[src/rtl/freq_meter_pkg.sv]
// Shared FSM state type and duty-cycle scaling constants for freq_duty_meter.
package freq_meter_pkg;

    typedef enum logic [1:0] {IDLE, GATE, DIV} state_t;

    localparam int DUTY_SCALE = 10000;
    localparam int DUTY_W     = 16;

endpackage

[src/rtl/seq_divider.sv]
// Unsigned restoring divider, one quotient bit per clock. A start pulse loads the
// operands; done pulses NUM_W+1 cycles later and quotient holds until the next start.
module seq_divider #(
    parameter int NUM_W = 24,
    parameter int DEN_W = 10
) (
    input  logic             clk,
    input  logic             rst,
    input  logic             start,
    input  logic [NUM_W-1:0] num,
    input  logic [DEN_W-1:0] den,
    output logic [NUM_W-1:0] quotient,
    output logic             done
);

    localparam int CNT_W = $clog2(NUM_W + 1);

    logic [NUM_W-1:0] q_work;
    logic [DEN_W-1:0] rem;
    logic [CNT_W-1:0] cnt;
    logic             running;
    logic [DEN_W:0]   rem_sh;
    logic [DEN_W-1:0] rem_sub;
    logic             ge;
    logic [NUM_W-1:0] q_next;

    // The partial remainder stays below den, so DEN_W+1 bits hold the shifted value.
    always_comb begin
        rem_sh  = {rem, q_work[NUM_W-1]};
        ge      = (rem_sh >= {1'b0, den});
        rem_sub = rem_sh[DEN_W-1:0] - den;
        q_next  = {q_work[NUM_W-2:0], ge};
    end

    always_ff @(posedge clk) begin
        if (rst) begin
            q_work   <= '0;
            rem      <= '0;
            cnt      <= '0;
            running  <= 1'b0;
            quotient <= '0;
            done     <= 1'b0;
        end else begin
            done <= 1'b0;
            if (start) begin
                q_work  <= num;
                rem     <= '0;
                cnt     <= CNT_W'(NUM_W);
                running <= 1'b1;
            end else if (running) begin
                rem    <= ge ? rem_sub : rem_sh[DEN_W-1:0];
                q_work <= q_next;
                cnt    <= cnt - CNT_W'(1);
                if (cnt == CNT_W'(1)) begin
                    running  <= 1'b0;
                    done     <= 1'b1;
                    quotient <= q_next;
                end
            end
        end
    end

endmodule

[src/rtl/freq_duty_meter.sv]
// Gated frequency and duty-cycle meter for sig_in. Define FREQ_METER_DUTY_EN to
// build the duty path (high counter, divider, DIV state); otherwise duty outputs are 0.
module freq_duty_meter
    import freq_meter_pkg::*;
#(
    parameter int GATE_CYCLES = 50_000_000,
    parameter int CW          = $clog2(GATE_CYCLES + 1)
) (
    input  logic              freq_source,
    input  logic              rst,
    input  logic              sig_in,
    input  logic              meas_en,
    output logic [31:0]       freq_data,
    output logic              freq_valid,
    output logic [DUTY_W-1:0] duty_data,
    output logic              duty_valid,
    output logic              busy
);

    logic          s_meta, s_sync, s_dly, rise;
    state_t        state;
    logic [CW-1:0] gate_cnt, edge_cnt, edge_nxt;

    assign rise     = s_sync & ~s_dly;
    assign edge_nxt = edge_cnt + CW'(rise);
    assign busy     = (state != IDLE);

    always_ff @(posedge freq_source) begin
        if (rst) begin
            s_meta <= 1'b0;
            s_sync <= 1'b0;
            s_dly  <= 1'b0;
        end else begin
            s_meta <= sig_in;
            s_sync <= s_meta;
            s_dly  <= s_sync;
        end
    end

`ifdef FREQ_METER_DUTY_EN
    localparam int NUM_W = CW + 14;

    logic [CW-1:0]    high_cnt, high_nxt;
    logic [NUM_W-1:0] div_num, div_q;
    logic             div_start, div_done;
    logic             unused_q;

    assign high_nxt = high_cnt + CW'(s_sync);
    // high_cnt is frozen through DIV, so the numerator is stable when start fires.
    assign div_num  = NUM_W'(high_cnt) * NUM_W'(DUTY_SCALE);
    assign unused_q = &{1'b0, div_q[NUM_W-1:DUTY_W]};

    seq_divider #(
        .NUM_W(NUM_W),
        .DEN_W(CW)
    ) u_div (
        .clk     (freq_source),
        .rst     (rst),
        .start   (div_start),
        .num     (div_num),
        .den     (CW'(GATE_CYCLES)),
        .quotient(div_q),
        .done    (div_done)
    );
`else
    logic rearm;

    assign duty_data  = '0;
    assign duty_valid = 1'b0;
`endif

    always_ff @(posedge freq_source) begin
        if (rst) begin
            state      <= IDLE;
            gate_cnt   <= '0;
            edge_cnt   <= '0;
            freq_data  <= '0;
            freq_valid <= 1'b0;
`ifdef FREQ_METER_DUTY_EN
            high_cnt   <= '0;
            duty_data  <= '0;
            duty_valid <= 1'b0;
            div_start  <= 1'b0;
`else
            rearm      <= 1'b0;
`endif
        end else begin
            freq_valid <= 1'b0;
`ifdef FREQ_METER_DUTY_EN
            duty_valid <= 1'b0;
            div_start  <= 1'b0;
`endif
            case (state)
                IDLE: begin
                    gate_cnt <= '0;
                    edge_cnt <= '0;
`ifdef FREQ_METER_DUTY_EN
                    high_cnt <= '0;
`endif
                    if (meas_en) state <= GATE;
                end
                GATE: begin
                    if (!meas_en) begin
                        state    <= IDLE;
                        gate_cnt <= '0;
                        edge_cnt <= '0;
`ifdef FREQ_METER_DUTY_EN
                        high_cnt <= '0;
`else
                        rearm    <= 1'b0;
`endif
                    end
`ifndef FREQ_METER_DUTY_EN
                    // One idle turnaround cycle between back-to-back gates.
                    else if (rearm) begin
                        rearm <= 1'b0;
                    end
`endif
                    else if (gate_cnt == CW'(GATE_CYCLES - 1)) begin
                        freq_data  <= 32'(edge_nxt);
                        freq_valid <= 1'b1;
`ifdef FREQ_METER_DUTY_EN
                        edge_cnt   <= edge_nxt;
                        high_cnt   <= high_nxt;
                        div_start  <= 1'b1;
                        state      <= DIV;
`else
                        gate_cnt   <= '0;
                        edge_cnt   <= '0;
                        rearm      <= 1'b1;
`endif
                    end else begin
                        gate_cnt <= gate_cnt + CW'(1);
                        edge_cnt <= edge_nxt;
`ifdef FREQ_METER_DUTY_EN
                        high_cnt <= high_nxt;
`endif
                    end
                end
`ifdef FREQ_METER_DUTY_EN
                DIV: begin
                    if (div_done) begin
                        duty_data  <= div_q[DUTY_W-1:0];
                        duty_valid <= 1'b1;
                        gate_cnt   <= '0;
                        edge_cnt   <= '0;
                        high_cnt   <= '0;
                        state      <= meas_en ? GATE : IDLE;
                    end
                end
`endif
                default: state <= IDLE;
            endcase
        end
    end

endmodule

[config.mk]
export PLATFORM = sky130hd
export DESIGN_NAME = freq_duty_meter
export DESIGN_NICKNAME = d
export VERILOG_FILES = /design/src/rtl/freq_meter_pkg.sv /design/src/rtl/seq_divider.sv /design/src/rtl/freq_duty_meter.sv
export SDC_FILE = /design/constraint.sdc
export NUM_CORES = 1
export LEC_CHECK = 0
export ABC_AREA = 1
export CORE_MARGIN = 4
export CORE_UTILIZATION = 40
export CTS_BUF_LIST = sky130_fd_sc_hd__clkbuf_8
export CTS_CLUSTER_DIAMETER = 30
export DETAILED_ROUTE_END_ITERATION = 8
export GPL_TIMING_DRIVEN = 0
export HOLD_SLACK_MARGIN = 0.05
export SYNTH_ARGS = -nofsm -noshare
export SYNTH_HDL_FRONTEND = slang
export SYNTH_SLANG_ARGS = --single-unit
[constraint.sdc]
create_clock -name freq_source -period 2.9 [get_ports freq_source]
set_clock_uncertainty 0.1 [all_clocks]
set_input_delay 0.29 -clock freq_source [delete_from_list [all_inputs] [get_ports freq_source]]
set_output_delay 0.29 -clock freq_source [all_outputs]
set_load 0.02 [all_outputs]
==> flow_metrics.tcl <==
set metrics [dict create \
    status "completed" \
    rows 38 \
    fmax_ghz 0.4016 \
    antenna_left 0 \
    worstSetupStartpoint "s_sync$_SDFF_PP0_" \
    cts_max_path_buffers 2 \
    crit_path_top_delay_cell "ha_1" \
    drt_first_pass_iters 5 \
    final_nets 768 \
    synth_common_cells "215 x nand2_1, 108 x nor2_1, 84 x dfxtp_1, 50 x a21oi_1, 50 x inv_1" \
    syn_area_um2 4582 \
    gr-max-usage-layer "met2" \
    synth_cells 698 \
    drt_iter0_drc 285 \
    crit_top_cell "nand2_1" \
    hpwl_mm 9.085 \
    fillers 1183 \
    cp.required_ps 3100 \
    path_delay_family "simple AND/OR/NAND/NOR gates" \
    setup_tns_ps 0 \
    reg2reg_slack_ps 410 \
    gr-usage-met1 0.2670 \
    seqCellArea_um2 1682 \
    synth_top_area_frac 0.3670 \
    synth.distinct_cells 32 \
    grt_pass1_vias 4083 \
    cap_viol_max_count 0 \
    holdPathStages 2 \
    cts_tree "built" \
    core_um2 11030 \
    multiInputGateArea_um2 2482 \
    hold_viol_final 0 \
    synth-edff-count 0 \
    drv_slew 0 \
    die-width_um 115.0 \
    clock-sinks 84 \
    critPathCaptureType "flop" \
    cp_num_buf_inv 2 \
    arrival_ps 2690 \
    postCtsSetupRepairBufs 0 \
    dpl_worst_slack_ps 447.2 \
    rr_endpoint "edge_cnt[12]$_SDFFE_PP0P_" \
    crit_chain "inv_1, nor2_1, ha_1, ha_1, nand2_1, nor2_1, nand2_1, inv_1, nand2_1, xnor2_1, nand2_1, a21oi_1" \
    antenna_found_initial 0 \
    synthTopCellsByArea "dfxtp_1 37%, nand2_1 18%, nor2_1 8.8%" \
    setup_viol 0 \
    reg2regPathDepth 12 \
    synth_ff_type "dfxtp_1" \
    min_period_ps 2490 \
    initial_core_util 0.4154 \
    reg2reg_from "s_sync$_SDFF_PP0_" \
    grt_use_met2 0.2824 \
    fin_ws_ps 410.0 \
    yosysTopAreaCell "dfxtp_1" \
    critPathKind "flop to flop" \
    maxSlewHeadroom 0.5640 \
    area_growth_pct 16.33 \
    path_depth 12 \
    ys_ff_latch 84 \
    grt_pass1_wl_mm 19.73 \
    synthArstFlopShare 0 \
    vias 4402 \
    ctsHoldBuffers 0 \
    power.leakage_nw 2.110 \
    routed_via_density 4.864 \
    dieHeight_um 115.0 \
    antenna_cells 0 \
    fin_util 0.4832 \
    io-pin-count 55 \
    grt_max_degree 14 \
    min_path_type "flop to flop" \
    grt.total_usage 0.1874 \
    clk_pin_slew_ps 80 \
    worst_slew_pin_slew_ps 649.0 \
    yosys_warnings 0 \
    seq_area_frac_synth 0.3670 \
    rsz0062_at_grt "no" \
    clkLatencyLatePin_ps 370 \
    max_stage_delay_ps 330 \
    cts_made_buffers 9 \
    p_per_area_nw_per_um2 395.2 \
    synth.most_common_cell "nand2_1" \
    cp_max_fo 5 \
    htreeDepth 3 \
    grt-ovfl-total 0 \
    wl_mm 11.85 \
    drive_gt1_frac 0.1033 \
    critPathLaunchType "flop" \
    finalCritPeriodShare 0.8586 \
    detail_route.wl_per_cell_um 13.09 \
    cts.root.buffer_cell "clkbuf_8" \
    fp.dieArea_um2 13230 \
    max-vdd-ir-drop_mv 0.2679 \
    avgSynthCellArea_um2 6.564 \
    holdCritStartpoint "s_meta$_SDFF_PP0_" \
    drc_errors 0 \
    place.gp.congestion 0.9442 \
    port_buffers 30 \
    endpoint "edge_cnt[12]$_SDFFE_PP0P_" \
    grtUsageMet3 0.02842 \
    cts_resized 0 \
]
## flip-flops by register name, indices dropped and copies added, names as in the netlist
register    count
freq_data      26
gate_cnt       26
freq_valid      1
s_meta          1
rearm           1
edge_cnt       26
s_sync          1
state           1
s_dly           1
## how the worst min path moves through the flow
stage / end / slack, ps
after floorplan: s_sync$_SDFF_PP0_ / 290
after global placement: s_sync$_SDFF_PP0_ / 300
after detailed placement: s_sync$_SDFF_PP0_ / 310
after CTS: s_sync$_SDFF_PP0_ / 320
after global routing: s_sync$_SDFF_PP0_ / 350
final: s_sync$_SDFF_PP0_ / 310
## power breakdown
group / internal (mW) / switching [mW]
combinational: 0.0337 / 0.0722
clock: 0.412 / 0.431
sequential: 1.16 / 0.00165
total: 1.60 / 0.505
## logic make-up after synthesis
group / synth area share
AO/OA/AOI/OAI: 0.1062
XOR/XNOR: 0.03632
adder cells (fa/ha/maj): 0.008193
buffers and inverters: 0.1092
flip-flops: 0.3670
other: 0.0008184
AND/OR/NAND/NOR: 0.3722
## cell type report
cell class | instances | share of cell area
Inverter | 51 | 0.03685
Multi-Input combinational cell | 539 | 0.4657
Clock inverter | 5 | 0.009859
Sequential cell | 84 | 0.3155
Clock buffer | 10 | 0.02582
Timing Repair Buffer | 30 | 0.05634
Tap cell | 140 | 0.03286
Buffer | 46 | 0.05704
## metrics by stage
stage | std cells | area [um2] | hold slack (ps) | total power [mW]
4_1_cts | 905 | 5330 | 320.0 | 2.129
2_1_floorplan | 720 | 4664 | 288.3 | 1.266
3_3_place_gp | 890 | 5140 | 295.2 | 1.289
6_report | 905 | 5330 | 314.9 | 2.107
5_1_grt | 905 | 5330 | 346.8 | 2.192
3_5_place_dp | 890 | 5140 | 306.3 | 1.289
## placed cells by master (no fill, tap or decap), drive strengths merged, types with 24 or more instances in the layout
master / Yosys / final
clkdlybuf4s50: 0 / 30
nand3: 29 / 29
dfxtp: 84 / 84
o21ai: 37 / 37
clkbuf: 14 / 24
buf: 32 / 32
a21oi: 54 / 54
nand2: 219 / 219
nor2: 130 / 130
inv: 51 / 51
## layer usage
| metal | vias to the layer above | part of all wire |
|---|---|---|
| li1 | 2269 | - |
| met1 | 1995 | 0.48 |
| met2 | 125 | 0.43 |
| met3 | 13 | 0.065 |
| met4 | 0 | 0.018 |
| met5 | - | 0 |
## worst reg2reg max path, stage by stage, from the launching register on
cell,delay (ps)
dfxtp_1,310
inv_1,40
nor2_1,90
ha_1,200
ha_1,330
nand2_1,90
nor2_1,270
nand2_1,240
inv_1,170
nand2_1,100
xnor2_1,260
nand2_1,90
a21oi_1,130
Note: power is estimated with default switching activity, not from simulation.
